**src/rtl/dma_burst_arbiter_pkg.sv**
```systemverilog
// Shared types and default sizing for the DMA burst arbiter.
// The two write masters run the same IDLE/BUSY state machine.
package dma_burst_arbiter_pkg;

  localparam int DEF_NUM_REQ            = 4;
  localparam int DEF_ADDR_WIDTH         = 32;
  localparam int DEF_FIFO_COUNTER_WIDTH = 8;
  localparam int DEF_IDX_W              = 2;

  typedef enum logic {
    IDLE = 1'b0,
    BUSY = 1'b1
  } mst_state_e;

endpackage

```
**src/rtl/dma_burst_arbiter_rr_pick.sv**
```systemverilog
// Round-robin selector: first eligible requester at or after ptr, wrapping.
module rr_pick
  import dma_burst_arbiter_pkg::*;
#(
  parameter int NUM_REQ = DEF_NUM_REQ,
  parameter int IDX_W   = DEF_IDX_W
) (
  input  logic [NUM_REQ-1:0] eligible,
  input  logic [IDX_W-1:0]   ptr,
  output logic               valid,
  output logic [IDX_W-1:0]   index
);

  always_comb begin
    valid = 1'b0;
    index = '0;
    for (int k = 0; k < NUM_REQ; k++) begin
      if (!valid && eligible[(int'(ptr) + k) % NUM_REQ]) begin
        valid = 1'b1;
        index = IDX_W'((int'(ptr) + k) % NUM_REQ);
      end
    end
  end

endmodule

```
**src/rtl/dma_burst_arbiter.sv**
```systemverilog
// Hands burst requests from NUM_REQ requesters to two AXI write masters,
// throttled by HP FIFO fill levels, and routes completions back to owners.
module dma_burst_arbiter
  import dma_burst_arbiter_pkg::*;
#(
  parameter int NUM_REQ            = DEF_NUM_REQ,
  parameter int ADDR_WIDTH         = DEF_ADDR_WIDTH,
  parameter int FIFO_Counter_WIDTH = DEF_FIFO_COUNTER_WIDTH,
  parameter int IDX_W              = DEF_IDX_W
) (
  input  logic                          clk,
  input  logic                          rst,
  input  logic [NUM_REQ-1:0]            req,
  input  logic [NUM_REQ*ADDR_WIDTH-1:0] req_addr,
  input  logic [FIFO_Counter_WIDTH-1:0] HP0_FIFO_Counter,
  input  logic [FIFO_Counter_WIDTH-1:0] HP1_FIFO_Counter,
  input  logic [FIFO_Counter_WIDTH-1:0] WARNING_THRES,
  input  logic                          INIT_AXI_TXN_DONE_1,
  input  logic                          INIT_AXI_TXN_DONE_2,
  output logic                          INIT_AXI_TXN_1,
  output logic                          INIT_AXI_TXN_2,
  output logic [ADDR_WIDTH-1:0]         BIAS_ADDR_1,
  output logic [ADDR_WIDTH-1:0]         BIAS_ADDR_2,
  output logic [NUM_REQ-1:0]            grant,
  output logic [NUM_REQ-1:0]            done,
  output logic [IDX_W-1:0]              owner_1,
  output logic [IDX_W-1:0]              owner_2,
  output logic                          busy_1,
  output logic                          busy_2,
  output logic                          spurious_done
);

  mst_state_e state_1, state_1_nxt;
  mst_state_e state_2, state_2_nxt;

  logic [IDX_W-1:0]      ptr, ptr_nxt;
  logic [NUM_REQ-1:0]    req_elig;
  logic                  pick_valid;
  logic [IDX_W-1:0]      pick_idx;
  logic [ADDR_WIDTH-1:0] pick_addr;
  logic                  m1_ok, m2_ok;
  logic                  fire_1, fire_2;
  logic                  fin_1, fin_2;
  logic                  stray;
  logic [NUM_REQ-1:0]    grant_nxt, done_nxt;

  assign busy_1 = (state_1 == BUSY);
  assign busy_2 = (state_2 == BUSY);

  assign m1_ok = (state_1 == IDLE) && (HP0_FIFO_Counter < WARNING_THRES);
  assign m2_ok = (state_2 == IDLE) && (HP1_FIFO_Counter < WARNING_THRES);

  // A requester already holding a busy master waits until that burst ends.
  always_comb begin
    req_elig = '0;
    for (int i = 0; i < NUM_REQ; i++) begin
      req_elig[i] = req[i]
                  && !(busy_1 && (owner_1 == IDX_W'(i)))
                  && !(busy_2 && (owner_2 == IDX_W'(i)));
    end
  end

  rr_pick #(
    .NUM_REQ (NUM_REQ),
    .IDX_W   (IDX_W)
  ) u_rr_pick (
    .eligible (req_elig),
    .ptr      (ptr),
    .valid    (pick_valid),
    .index    (pick_idx)
  );

  assign pick_addr = req_addr[int'(pick_idx)*ADDR_WIDTH +: ADDR_WIDTH];

  assign fire_1 = pick_valid && m1_ok;
  assign fire_2 = pick_valid && !m1_ok && m2_ok;
  assign fin_1  = INIT_AXI_TXN_DONE_1 && busy_1;
  assign fin_2  = INIT_AXI_TXN_DONE_2 && busy_2;
  assign stray  = (INIT_AXI_TXN_DONE_1 && !busy_1) || (INIT_AXI_TXN_DONE_2 && !busy_2);

  always_comb begin
    state_1_nxt = state_1;
    state_2_nxt = state_2;
    ptr_nxt     = ptr;
    grant_nxt   = '0;
    done_nxt    = '0;

    if (fin_1)       state_1_nxt = IDLE;
    else if (fire_1) state_1_nxt = BUSY;

    if (fin_2)       state_2_nxt = IDLE;
    else if (fire_2) state_2_nxt = BUSY;

    if (fire_1 || fire_2) begin
      grant_nxt[pick_idx] = 1'b1;
      ptr_nxt = (pick_idx == IDX_W'(NUM_REQ - 1)) ? '0 : pick_idx + 1'b1;
    end

    if (fin_1) done_nxt[owner_1] = 1'b1;
    if (fin_2) done_nxt[owner_2] = 1'b1;
  end

  // Address and owner are only loaded on a grant so they stay readable after completion.
  always_ff @(posedge clk or posedge rst) begin
    if (rst) begin
      state_1        <= IDLE;
      state_2        <= IDLE;
      ptr            <= '0;
      grant          <= '0;
      done           <= '0;
      INIT_AXI_TXN_1 <= 1'b0;
      INIT_AXI_TXN_2 <= 1'b0;
      BIAS_ADDR_1    <= '0;
      BIAS_ADDR_2    <= '0;
      owner_1        <= '0;
      owner_2        <= '0;
      spurious_done  <= 1'b0;
    end else begin
      state_1        <= state_1_nxt;
      state_2        <= state_2_nxt;
      ptr            <= ptr_nxt;
      grant          <= grant_nxt;
      done           <= done_nxt;
      INIT_AXI_TXN_1 <= fire_1;
      INIT_AXI_TXN_2 <= fire_2;
      if (fire_1) begin
        BIAS_ADDR_1 <= pick_addr;
        owner_1     <= pick_idx;
      end
      if (fire_2) begin
        BIAS_ADDR_2 <= pick_addr;
        owner_2     <= pick_idx;
      end
      if (stray) spurious_done <= 1'b1;
    end
  end

endmodule

```
**config.mk**
```make
export PLATFORM = sky130hd
export DESIGN_NAME = dma_burst_arbiter
export DESIGN_NICKNAME = d
export VERILOG_FILES = /design/src/rtl/dma_burst_arbiter_pkg.sv /design/src/rtl/dma_burst_arbiter_rr_pick.sv /design/src/rtl/dma_burst_arbiter.sv
export SDC_FILE = /design/constraint.sdc
export NUM_CORES = 1
export LEC_CHECK = 0
export BUFFER_PORTS_ARGS = -buffer_cell sky130_fd_sc_hd__buf_2
export CORE_ASPECT_RATIO = 1.25
export CORE_MARGIN = 5
export CORE_UTILIZATION = 28
export CTS_CLUSTER_SIZE = 24
export DETAILED_ROUTE_END_ITERATION = 8
export PLACE_DENSITY = 0.57
export SETUP_SLACK_MARGIN = 0.3
export SYNTH_ARGS = -nofsm -noshare
export SYNTH_HDL_FRONTEND = slang
export SYNTH_SLANG_ARGS = --single-unit
```
**constraint.sdc**
```tcl
create_clock -name clk -period 6.9 [get_ports clk]
set_input_delay 0.69 -clock clk [delete_from_list [all_inputs] [get_ports clk]]
set_output_delay 0.69 -clock clk [all_outputs]
set_load 0.01 [all_outputs]
```
==> run summary <==
Reported leakage power -> 3.221 nW
Total inserted antenna cells -> 0
Postcts setup bufs -> 0
Data required time of the worst path -> 7.05 ns
Std cell rows -> 56
Flip-flop and latch count after synthesis -> 83
Total number of yosys warnings -> 0
Result of the run -> completed
Finished Core Util -> 0.3675
Fraction of the cycle the final worst path needs -> 0.5726
Non-filler cells, final -> 917
Post-synthesis async set-or-reset flop share -> 1.000
Amount of wire on met2 after detailed routing -> 9034 um
Fraction of layout cells with a size suffix above 1 -> 0.4774
Horiz. Die Dim -> 134.2 um
Maximum number of pins on one net before global-route repair -> 45
Number of global-route vias before repair -> 5093
Class of the tightest hold or removal check -> flip-flop to flip-flop
Count of cell types in the netlist -> 50
Worst supply voltage drop on vdd -> 0.0002323 V
Pin slew with the least headroom to its limit -> 1.107 ns
I/O pin cnt -> 241
Cells after synthesis -> 468
Fin. Hold Viols -> 0
Final Skew -> 0.009305 ns
Max transition margin -> 0.2622
Remaining routing DRC violations -> 0
Total number of nets in the final design -> 858
Global-route wire length before repair -> 27900 um
Nature of the critical path startpoint -> primary input
Number of H-tree levels -> 3
Final Max Slew Viols -> 0
Post-route met1 wirelength -> 7583 um
1st-pass router iterations -> 5
Overflow left after global routing -> 0
Routed wire per std cell -> 19.60 um
TritonCTS clock tree -> done
Avg Inst Size Synth -> 11.53 um^2
Tmin final -> 3.951 ns
Setup TNS Final -> 0 ns
Port Buffer Count -> 240
Worst Path Max Fanout -> 32
Core Footprint -> 18850 um^2
DP Cell Count -> 901
Part of the Yosys area used for sequential elements -> 0.3849
Register-to-register setup slack -> 3.03 ns
Hold_buf cts -> 0
Post-CTS Resized -> 0
Crit path kind -> primary input to flip-flop
Final number of setup-violating endpoints -> 0
Maxcap violations -> 0
Number of antenna violations at the first check in global routing -> 1
Total power -> 3.456 mW
Maximum achievable frequency -> 253.1 MHz
Routed wire length -> 17970 um
Effective utilization at floorplan -> 0.2863
CTS Sinks -> 83
Most used flip-flop cell after synthesis -> sky130_fd_sc_hd__dfrtp_1
Clock Tree Buf Depth -> 2
Clock insertion delay at the later pin of the skew report -> 0.33 ns
Tot GR Track Use -> 0.1575
Crit. End Element -> flip-flop
RSZ-0062 raised after global routing -> no
CP Data Arrival Time -> 4.11 ns
Vertical die dimension -> 165.2 um
Area of the die -> 22170 um^2
Number of nets in the synthesized netlist -> 646
Top layer reached by signal wires -> met5
Area Overhead vs Synth -> 28.36%
Weighted congestion at the end of routability-driven global placement -> 0.7935
Detailed placer's ending HPWL -> 12900 um
Starting DRT DRC Count -> 195
Length of routed met3 wiring -> 1154 um
Cts bufs inserted -> 9
Clock-pin slew on the worst setup and hold paths -> 0.07 ns
Number of nets with antenna violations after routing -> 0
Cell chosen for the clock root -> sky130_fd_sc_hd__clkbuf_16
Routed via count -> 4812
Power density relative to cell area -> 498.9 nW/um^2
Number of enable flip-flop cells after synthesis -> 0
Post-detailed-route via-to-cell ratio -> 5.248
WHS -> 0.4741 ns
Combined area of all synthesized cells -> 5396 um^2
[cells in the mapped netlist (all sizes together), types with 5 or more instances]
cell / n / area [um^2]
a221oi: 96 / 1320
dfrtp: 83 / 2077
a21oi: 37 / 185.2
nor2: 36 / 135.1
and3: 34 / 212.7
mux2i: 32 / 320.3
buf: 24 / 242.7
clkbuf: 22 / 90.08
ha: 18 / 225.2
inv: 16 / 67.56
o21ai: 8 / 40.04
nand3: 6 / 30.03
nand2: 5 / 18.77
nand3b: 5 / 37.54
[final timing paths]
| kind | start | endpoint | cells after the start |
|---|---|---|---|
| worst min register to register | spurious_done | spurious_done | 2 |
| max in group asynchronous | rst | BIAS_ADDR_2[31] | 3 |
| min in group asynchronous | rst | BIAS_ADDR_1[19] | 2 |
| worst max register to register | busy_1 | BIAS_ADDR_2[29] | 7 |
| worst max-delay path | WARNING_THRES[4] | BIAS_ADDR_2[29] | 9 |
| worst min-delay path | spurious_done | spurious_done | 2 |
[routing by layer]
layer / vias to the layer above / GRT usage
met5: - / 0
met4: 2 / 0.03148
met3: 17 / 0.03909
met2: 177 / 0.2811
met1: 2327 / 0.1935
li1: 2289 / -
[cell families (layout without fill, tap and decap cells)]
family | count (synthesis) | in the layout | synth area share
flops | 83 | 83 | 0.3849
compound gates | 162 | 162 | 0.3211
fa+ha+maj | 18 | 18 | 0.04174
buf+inv | 63 | 280 | 0.07581
simple gates | 106 | 106 | 0.1087
mux | 36 | 36 | 0.06770
[flip-flops by register name, summed over array words and instances (netlist names)]
name and flops:
busy_2 1, owner_1 2, BIAS_ADDR_1 32, BIAS_ADDR_2 32, spurious_done 1, grant 4, busy_1 1, owner_2 2
INIT_AXI_TXN_2 1, done 4, ptr 2, INIT_AXI_TXN_1 1
[power by group]
group	total [mW]	switching (mW)	internal (mW)
combinational	2.10	1.27	0.828
sequential	0.891	0.158	0.733
clock	0.465	0.216	0.249
total	3.46	1.65	1.81
[final cells by class]
| type | instances | area (um^2) |
|---|---|---|
| Clock buffer | 9 | 225.2 |
| Clock inverter | 7 | 56.30 |
| Fill cell | 1959 | 11920 |
| Inverter | 17 | 77.57 |
| Multi-Input combinational cell | 322 | 2947 |
| Sequential cell | 83 | 2077 |
| Tap cell | 232 | 290.3 |
| Timing Repair Buffer | 247 | 1254 |
[placed cells by master (no fill, tap or decap), types with 17 or more instances in the layout]
master / instances
sky130_fd_sc_hd__nor2_1: 36
sky130_fd_sc_hd__a221oi_4: 17
sky130_fd_sc_hd__a21oi_1: 36
sky130_fd_sc_hd__buf_2: 240
sky130_fd_sc_hd__a221oi_2: 29
sky130_fd_sc_hd__ha_1: 18
sky130_fd_sc_hd__a221oi_1: 50
sky130_fd_sc_hd__dfrtp_1: 83
sky130_fd_sc_hd__and3_1: 33
sky130_fd_sc_hd__mux2i_1: 32
[through the flow]
stage                     setup slack, ns  instance area (um^2)
after floorplan                     4.034                  5396
after global placement              2.587                  6645
after detailed placement            2.552                  6645
after CTS                           2.939                  6927
after global routing                2.665                  6927
final                               2.949                  6927
[critical path, stage by stage]
cell	delay, ns
sky130_fd_sc_hd__buf_2	0.08
sky130_fd_sc_hd__inv_1	0.05
sky130_fd_sc_hd__ha_1	0.28
sky130_fd_sc_hd__a2111oi_0	0.35
sky130_fd_sc_hd__o21ai_0	0.21
sky130_fd_sc_hd__a2111oi_4	1.04
sky130_fd_sc_hd__buf_4	0.41
sky130_fd_sc_hd__and3_2	0.78
sky130_fd_sc_hd__a221oi_1	0.18
No activity file was read; power rests on OpenSTA's default activity.
